File: config.mk
export PLATFORM = sky130hd
export DESIGN_NAME = apb_dpmem_arbiter
export DESIGN_NICKNAME = d
export VERILOG_FILES = /design/src/rtl/apb_dpmem_arbiter.sv
export SDC_FILE = /design/constraint.sdc
export NUM_CORES = 1
export LEC_CHECK = 0
export CORE_AREA = 10 10 159 161
export DETAILED_ROUTE_END_ITERATION = 8
export DIE_AREA = 0 0 169 171
export GPL_ROUTABILITY_DRIVEN = 1
export PLACE_DENSITY = 0.66
export SYNTH_ARGS = -nofsm -noshare
export SYNTH_HDL_FRONTEND = slang
export SYNTH_SLANG_ARGS = --single-unit
File: constraint.sdc
create_clock -name PCLK -period 1.94 [get_ports PCLK]
set_clock_uncertainty 0.2 [all_clocks]
set_input_delay 0.388 -clock PCLK [delete_from_list [all_inputs] [get_ports PCLK]]
set_output_delay 0.388 -clock PCLK [all_outputs]
set_load 0.02 [all_outputs]
File: src/rtl/apb_dpmem_arbiter.sv
// apb_dpmem_arbiter: round-robin scheduler of NUM_REQ valid/done clients onto one APB master port
// with a PREADY timeout and a registered one-cycle completion response.
module apb_dpmem_arbiter #(
    parameter int NUM_REQ    = 4,
    parameter int ADDR_WIDTH = 32,
    parameter int DATA_WIDTH = 32,
    parameter int STRB_WIDTH = DATA_WIDTH / 8,
    parameter int TIMEOUT    = 16
) (
    input  logic                          PCLK,
    input  logic                          PRESETn,
    input  logic [NUM_REQ-1:0]            req_valid,
    input  logic [NUM_REQ-1:0]            req_write,
    input  logic [NUM_REQ*ADDR_WIDTH-1:0] req_addr,
    input  logic [NUM_REQ*DATA_WIDTH-1:0] req_wdata,
    input  logic [NUM_REQ*STRB_WIDTH-1:0] req_strb,
    output logic [NUM_REQ-1:0]            req_done,
    output logic [DATA_WIDTH-1:0]         rsp_rdata,
    output logic                          rsp_err,
    output logic                          timeout_flag,
    output logic                          PSEL,
    output logic                          PENABLE,
    output logic                          PWRITE,
    output logic [ADDR_WIDTH-1:0]         PADDR,
    output logic [DATA_WIDTH-1:0]         PWDATA,
    output logic [STRB_WIDTH-1:0]         PSTRB,
    input  logic                          PREADY,
    input  logic                          PSLVERR,
    input  logic [DATA_WIDTH-1:0]         PRDATA
);
    localparam int PW = $clog2(NUM_REQ);
    localparam int CW = $clog2(TIMEOUT + 1);

    typedef enum logic [1:0] {IDLE, SETUP, ACCESS} state_t;

    state_t                state_q, state_d;
    logic [PW-1:0]         ptr_q, ptr_d, gnt_q, gnt_d, win;
    logic [ADDR_WIDTH-1:0] addr_q, addr_d;
    logic [DATA_WIDTH-1:0] wdata_q, wdata_d, rdata_q, rdata_d;
    logic [STRB_WIDTH-1:0] strb_q, strb_d;
    logic                  write_q, write_d, err_q, err_d, tout_q, tout_d, found;
    logic [CW-1:0]         cnt_q, cnt_d;
    logic [NUM_REQ-1:0]    done_q, done_d, elig;

    always_comb begin
        state_d = state_q;
        ptr_d   = ptr_q;
        gnt_d   = gnt_q;
        addr_d  = addr_q;
        wdata_d = wdata_q;
        strb_d  = strb_q;
        write_d = write_q;
        cnt_d   = cnt_q;
        tout_d  = tout_q;
        done_d  = '0;
        rdata_d = '0;
        err_d   = 1'b0;
        found   = 1'b0;
        win     = '0;
        // A client being acknowledged this cycle still shows valid; mask it out.
        elig    = req_valid & ~done_q;
        for (int k = 0; k < NUM_REQ; k++) begin
            if (!found && elig[(int'(ptr_q) + k) % NUM_REQ]) begin
                found = 1'b1;
                win   = PW'((int'(ptr_q) + k) % NUM_REQ);
            end
        end
        case (state_q)
            IDLE: begin
                if (found) begin
                    state_d = SETUP;
                    gnt_d   = win;
                    ptr_d   = (win == PW'(NUM_REQ - 1)) ? '0 : win + 1'b1;
                    addr_d  = req_addr[win*ADDR_WIDTH +: ADDR_WIDTH];
                    wdata_d = req_wdata[win*DATA_WIDTH +: DATA_WIDTH];
                    strb_d  = req_strb[win*STRB_WIDTH +: STRB_WIDTH];
                    write_d = req_write[win];
                    cnt_d   = '0;
                end
            end
            SETUP: state_d = ACCESS;
            ACCESS: begin
                if (PREADY) begin
                    state_d = IDLE;
                    done_d  = NUM_REQ'(1) << gnt_q;
                    rdata_d = write_q ? '0 : PRDATA;
                    err_d   = PSLVERR;
                end else begin
                    cnt_d = cnt_q + 1'b1;
                    if (cnt_d == CW'(TIMEOUT)) begin
                        state_d = IDLE;
                        done_d  = NUM_REQ'(1) << gnt_q;
                        err_d   = 1'b1;
                        tout_d  = 1'b1;
                    end
                end
            end
            default: state_d = IDLE;
        endcase
    end

    always_ff @(posedge PCLK or negedge PRESETn) begin
        if (!PRESETn) begin
            state_q <= IDLE;
            ptr_q   <= '0;
            gnt_q   <= '0;
            addr_q  <= '0;
            wdata_q <= '0;
            strb_q  <= '0;
            write_q <= 1'b0;
            cnt_q   <= '0;
            tout_q  <= 1'b0;
            done_q  <= '0;
            rdata_q <= '0;
            err_q   <= 1'b0;
        end else begin
            state_q <= state_d;
            ptr_q   <= ptr_d;
            gnt_q   <= gnt_d;
            addr_q  <= addr_d;
            wdata_q <= wdata_d;
            strb_q  <= strb_d;
            write_q <= write_d;
            cnt_q   <= cnt_d;
            tout_q  <= tout_d;
            done_q  <= done_d;
            rdata_q <= rdata_d;
            err_q   <= err_d;
        end
    end

    assign PSEL         = state_q != IDLE;
    assign PENABLE      = state_q == ACCESS;
    assign PWRITE       = write_q;
    assign PADDR        = addr_q;
    assign PWDATA       = wdata_q;
    assign PSTRB        = write_q ? strb_q : '0;
    assign req_done     = done_q;
    assign rsp_rdata    = rdata_q;
    assign rsp_err      = err_q;
    assign timeout_flag = tout_q;
endmodule
Word level (Yosys, flattened, before mapping)
Index checks and enable logic that the tools add are counted.
{"block": "word_totals", "output_inout_bits": 109, "reg_bits": 118, "wordCells": 94, "in_bits": 316}
{"block": "op_classes", "n_bitwise": 6, "addsub": 5, "mux": 39, "n_eq_ne": 7, "shift": 4, "reduce_logical": 16, "n_lt_le_gt_ge": 5}
{"operator": "indexed part select 128 x 8 -> 32 bit", "n": 2}
{"operator": "two-way mux 32 bit", "n": 3}
{"operator": "two-way mux 2 bit", "n": 8}
{"operator": "two-way mux 4 bit", "n": 4}
{"operator": "indexed part select 16 x 5 -> 4 bit", "n": 1}
{"operator": "two-way mux 1 bit", "n": 15}
{"operator": "< comparator 3 x 4 -> 1 bit (second input constant)", "n": 3}
{"operator": "binary-select mux 1 bit (select 2 bit)", "n": 5}
{"operator": "two-way mux 5 bit", "n": 2}
{"operator": "one-hot mux 5 bit (2 select lines)", "n": 1}
{"operator": "< comparator 2 x 3 -> 1 bit (second input constant)", "n": 2}
{"operator": "one-hot mux 2 bit (3 select lines)", "n": 1}
{"operator": "AND reduction 3 bit", "n": 2}
{"operator": "OR reduction 2 bit", "n": 3}
{"operator": "adder 5 x 1 -> 5 bit (second input constant)", "n": 1}
{"operator": "equality test 5 bit (second input constant)", "n": 1}
{"operator": "adder 2 x 1 -> 2 bit (second input constant)", "n": 2}
{"operator": "adder 2 bit (second input constant)", "n": 2}
{"operator": "bitwise AND 4 bit", "n": 1}
{"operator": "equality test 2 bit (second input constant)", "n": 2}
{"operator": "!= test 2 bit (second input constant)", "n": 2}
{"operator": "inverter 4 bit", "n": 1}
{"operator": "AND reduction 2 bit", "n": 2}
{"operator": "nonzero test 2 bit", "n": 2}
{"operator": "8 further kinds", "n": 14}

Depth between registers and ports, before layout
{"block": "depth", "word_depth": 16, "ltp_mapped": 8, "ltp_nobuf": 6}

Worst setup path before layout
Ideal clock, no wire load.
{"block": "synth_path", "kind": "flip-flop to flip-flop", "from": "register done_q[0], in the netlist req_done[0]", "to": "register wdata_q[0], in the netlist PWDATA[0]", "path_buffers": 3, "arrival_time_ns": 1.742, "stages_incl_launch_ff": 9, "setup_time_ns": 0.134, "path_slack_ns": -0.137, "cell_sequence": "dfrtp_1 nand2b_4 or3_4 o211a_1 buf_6 buf_6 buf_6 a222oi_1 a21oi_1"}
{"block": "synth_via", "elab_chain_cells": 15}
{"element": "start, declared", "line_no": "43", "rtl": "logic [NUM_REQ-1:0] done_q, done_d, elig;"}
{"element": "start signal, assigned", "line_no": "126", "rtl": "done_q <= done_d;"}
{"element": "inverter 4 bit *", "line_no": "61", "rtl": "elig = req_valid & ~done_q;"}
{"element": "bitwise AND 4 bit *", "line_no": "61"}
{"element": "binary-select mux 1 bit (select 2 bit)", "line_no": "63", "rtl": "if (!found && elig[(int'(ptr_q) + k) % NUM_REQ]) begin"}
{"element": "two-way mux 1 bit (implied by the code)", "line_no": "63"}
{"element": "two-way mux 1 bit", "line_no": "63"}
{"element": "zero test 1 bit", "line_no": "63"}
{"element": "logical AND 1 bit", "line_no": "63"}
{"element": "two-way mux 1 bit", "line_no": "63"}
{"element": "zero test 1 bit", "line_no": "63"}
{"element": "logical AND 1 bit", "line_no": "63"}
{"element": "two-way mux 1 bit", "line_no": "63"}
{"element": "zero test 1 bit", "line_no": "63"}
{"element": "logical AND 1 bit", "line_no": "63"}
{"element": "two-way mux 2 bit / two-way mux 1 bit (equally long branches)", "line_no": "63"}
{"element": "indexed part select 128 x 8 -> 32 bit / AND reduction 2 bit (equally long branches)"}
{"element": "end signal, assigned", "line_no": "121", "rtl": "wdata_q <= wdata_d;"}
{"element": "end, declared", "line_no": "39", "rtl": "logic [DATA_WIDTH-1:0] wdata_q, wdata_d, rdata_q, rdata_d;"}
Mark *: on every way between the ends. The rest lies on a longest branch, timed or not. The select of a mux whose other input is x is not followed.
A chain may end at the register's enable or synchronous reset.

Worst setup path after layout
{"block": "layout_path", "from": "input port req_valid[3]", "to": "register strb_q[1]"}
{"block": "layout_via", "elab_chain_cells": 14}
{"element": "start, declared", "line_no": "12", "rtl": "input logic [NUM_REQ-1:0] req_valid,"}
{"element": "bitwise AND 4 bit *", "line_no": "61"}
{"element": "binary-select mux 1 bit (select 2 bit)", "line_no": "63"}
{"element": "two-way mux 1 bit (implied by the code)", "line_no": "63"}
{"element": "two-way mux 1 bit", "line_no": "63"}
{"element": "zero test 1 bit", "line_no": "63"}
{"element": "logical AND 1 bit", "line_no": "63"}
{"element": "two-way mux 1 bit", "line_no": "63"}
{"element": "zero test 1 bit", "line_no": "63"}
{"element": "logical AND 1 bit", "line_no": "63"}
{"element": "two-way mux 1 bit", "line_no": "63"}
{"element": "zero test 1 bit", "line_no": "63"}
{"element": "logical AND 1 bit", "line_no": "63"}
{"element": "two-way mux 2 bit / two-way mux 1 bit (equally long branches)", "line_no": "63"}
{"element": "indexed part select 16 x 5 -> 4 bit / AND reduction 2 bit (equally long branches)"}
{"element": "end signal, assigned", "line_no": "122", "rtl": "strb_q <= strb_d;"}
{"element": "end, declared", "line_no": "40", "rtl": "logic [STRB_WIDTH-1:0] strb_q, strb_d;"}
Marked as above.

==> summary.txt <==
Outcome
  • Status: finished with violations
  • Failing checks: negative setup slack

Layout
  • Commonest non-fill, non-tap cells in the layout: clkdlybuf4s50_1 (313), a21oi_1 (131), dfrtp_1 (115), dlygate4sd2_1 (102), nor2_1 (74)
  • Commonest non-fill, non-tap cell in the layout: clkdlybuf4s50_1
  • Design area: 11900 um2
  • Share of layout cells above drive strength 1: 0.164
  • P&R area growth vs syn: 111%
  • Fin nets: 1370
  • Fillers: around 2100
  • Antenna diodes: 0

Drt
  • Routed wire length: 32.1 mm
  • Vias/cell: around 5.1
  • WL per Instance: 23.8 um
  • Vias after detailed routing: about 6900
  • Post-route ant nets: 0
  • Detailed Routing Iterations Pass 1: 8
  • DRT iter0 DRCs: ~600
  • # DRC: 0

Logic synthesis
  • Seq/Total Area, Yosys: 0.524
  • Seq cells post-synth: around 120
  • EDFF count, synth: 0
  • Syn Area/Cell: between 9 and 10 um2
  • Post-Syn Instances: 572
  • YS warnings: 0
  • Syn nets: between 800 and 900
  • Synth unique cells: 42
  • Async set-or-reset flop fraction in the synthesized netlist: 1.00
  • Synth Cell Area: ~5600 um2
  • Primary FF master, synth: dfrtp_1

Power and ir drop
  • Total chip power: about 0.017 W
  • Pleak: a little over 5 nW
  • Maximum VDD drop: 620 uV
  • Power Density: ~1400 nW/um2

Die
  • Die height: around 170 um
  • # rows: between 50 and 60
  • Initial Util: 0.254
  • Core ar.: about 22000 um2
  • Die X: 169 um
  • I/O pin total: about 430
  • Die footprint: 28900 um2

Clocking
  • CTS tree: done
  • Worst skew pair latency: about 0.41 ns
  • Root buf cell: clkbuf_16
  • CTS sink count: between 100 and 150
  • Worst-case clock buffer depth: 2
  • H-tree depth: 4
  • Clock slew at reported path FFs: 0.06 ns
  • Clock buffer count from CTS: 17

Min path
  • Worst Hold Depth: 1
  • Hold Path End: timeout_flag
  • Hold crit path type: flop to flop
  • Min-delay src: timeout_flag

Timing
  • RSZ-0062 raised after global routing: true
  • Fin crit share: 1.13
  • Final setup margin: -0.257 ns
  • Hold Fails Final Rpt: 0
  • Setup TNS: -10.36 ns
  • Slew @ Worst Pin: between 0.5 and 0.6 ns
  • Rel. slew slack: 0.657
  • Final Setup Violations: 69
  • Peak Freq: roughly 460 MHz
  • Fin Hold WS: approximately 0.26 ns
  • Max-slew violation count: 0
  • Tmin final: around 2.2 ns

Setup path
  • Req. time, crit path: around 2.0 ns
  • CP arrival: around 2.3 ns
  • CP endpoint kind: flop
  • Capturing point of the worst reg2reg path: strb_q[1]
  • WS Path Type: input port to flop
  • R2R depth: 6
  • Critical R2R Launch: req_done[0]
  • CP Launch Type: input port
  • Crit-path max FO: 27
  • Flop2flop setup slack: -0.24 ns

Global routing
  • Vias in the first global route: around 7200
  • First-pass GRT wire length: between 40 and 50 mm
  • Initial antenna violation count: 1
  • Pin count of the biggest net entering global routing: 47
  • Congestion Overflow GR: 0
  • GRT Util Overall: 0.203

Job
  • Max_cap viols: 0

Place
  • Routability congestion estimate: 0.864
  • Dpl cell area: 10700 um2
  • Place WS: -0.694 ns
  • HPWL reported at the end of detailed placement: between 20 and 25 mm
  • IO buf count: between 400 and 500
==> flip-flops by register name (all words and copies together), names as in the netlist, 4 cells and up <==
signal / cells
PADDR: 32
PWDATA: 32
cnt_q: 5
req_done: 4
rsp_rdata: 32
strb_q: 4
==> cells in the mapped netlist, types with 2 or more instances <==
master	count	area (um2)
o211a_1	2	20.0
buf_2	11	55.1
a22o_1	2	17.5
o21ai_0	9	45.0
o21ai_1	2	10.0
ha_1	2	25.0
inv_1	3	11.3
nand2_1	10	37.5
dfrtp_1	118	2950
buf_4	2	15.0
and2b_1	2	15.0
a21oi_1	148	741
and2_1	37	231
buf_6	4	45.0
nor2b_1	3	18.8
mux2i_1	3	30.0
nor4b_1	2	17.5
nand3_1	4	20.0
clkbuf_1	35	131
nor2_1	76	285
nand2b_1	6	37.5
nor3_1	2	10.0
a222oi_1	69	691
a31o_2	2	17.5
==> cells by family (layout without fill, tap and decap cells) <==
logic type / after synthesis / count (layout) / share of synthesized area
AOI/OAI and AO/OA: 241 / 241 / 0.285
xor gates and xnor gates: 1 / 1 / 0.00155
adders and majority gates: 2 / 2 / 0.00444
buffers and inverters: 56 / 549 / 0.0464
DFF: 118 / 118 / 0.524
muxes: 4 / 4 / 0.00733
and+or+nand+nor: 150 / 150 / 0.131
==> metal layers <==
metal | vias to the layer above | track usage | wire, um
met5 | - | 0 | 13
met4 | 2 | 0.0507 | 456
met3 | 32 | 0.0684 | 2960
met2 | 365 | 0.354 | 16700
met1 | 3414 | 0.233 | 12000
li1 | 3135 | - | -
==> per-stage QoR <==
step                cells  utilization
finish               1350        0.534
global route         1350        0.534
CTS                  1346        0.526
detailed placement   1295        0.480
global placement     1295        0.480
floorplan             572            -
==> power breakdown <==
part / switching (W) / internal, W / total [W]
clock: 0.00122 / 0.00216 / 0.00338
sequential: 0.000553 / 0.00339 / 0.00395
combinational: 0.00511 / 0.00438 / 0.00949
total: 0.00688 / 0.00994 / 0.0168
==> layout make-up <==
cell class	count	area (um2)	area share
inverter	3	23.8	0.00200
multi-input combinational	398	2640	0.222
clock inverter	14	199	0.0168
sequential	118	2960	0.249
tap	285	357	0.0300
timing repair buffer	514	5270	0.444
clock buffer	18	429	0.0362
==> repair_timing <==
action	in CTS	in global routing
hold endpoints to repair	25	0
pin swaps	20	32
hold buffers	1	0
endpoints found under the setup margin	179	78
cloned	8	3
resized for setup	167	35
buffers inserted	10	3
==> worst max-delay path by stage <==
stage                     slack (ns)         start         end
final                          -0.26  req_valid[3]   strb_q[1]
after global routing           -0.27   req_done[0]  PWDATA[14]
after CTS                      -0.25   req_done[0]   strb_q[1]
after detailed placement       -0.69  req_valid[0]   strb_q[1]
after global placement         -0.69  req_valid[0]   strb_q[1]
after floorplan                -0.12   req_done[0]   PWDATA[0]
==> critical path: stages <==
cell             delay, ns
clkdlybuf4s50_1       0.52
nor2b_1               0.21
nor3_1                0.11
o211a_4               0.30
buf_12                0.17
a222oi_1              0.41
a21oi_1               0.13
Power figures use the tool's default switching activity.
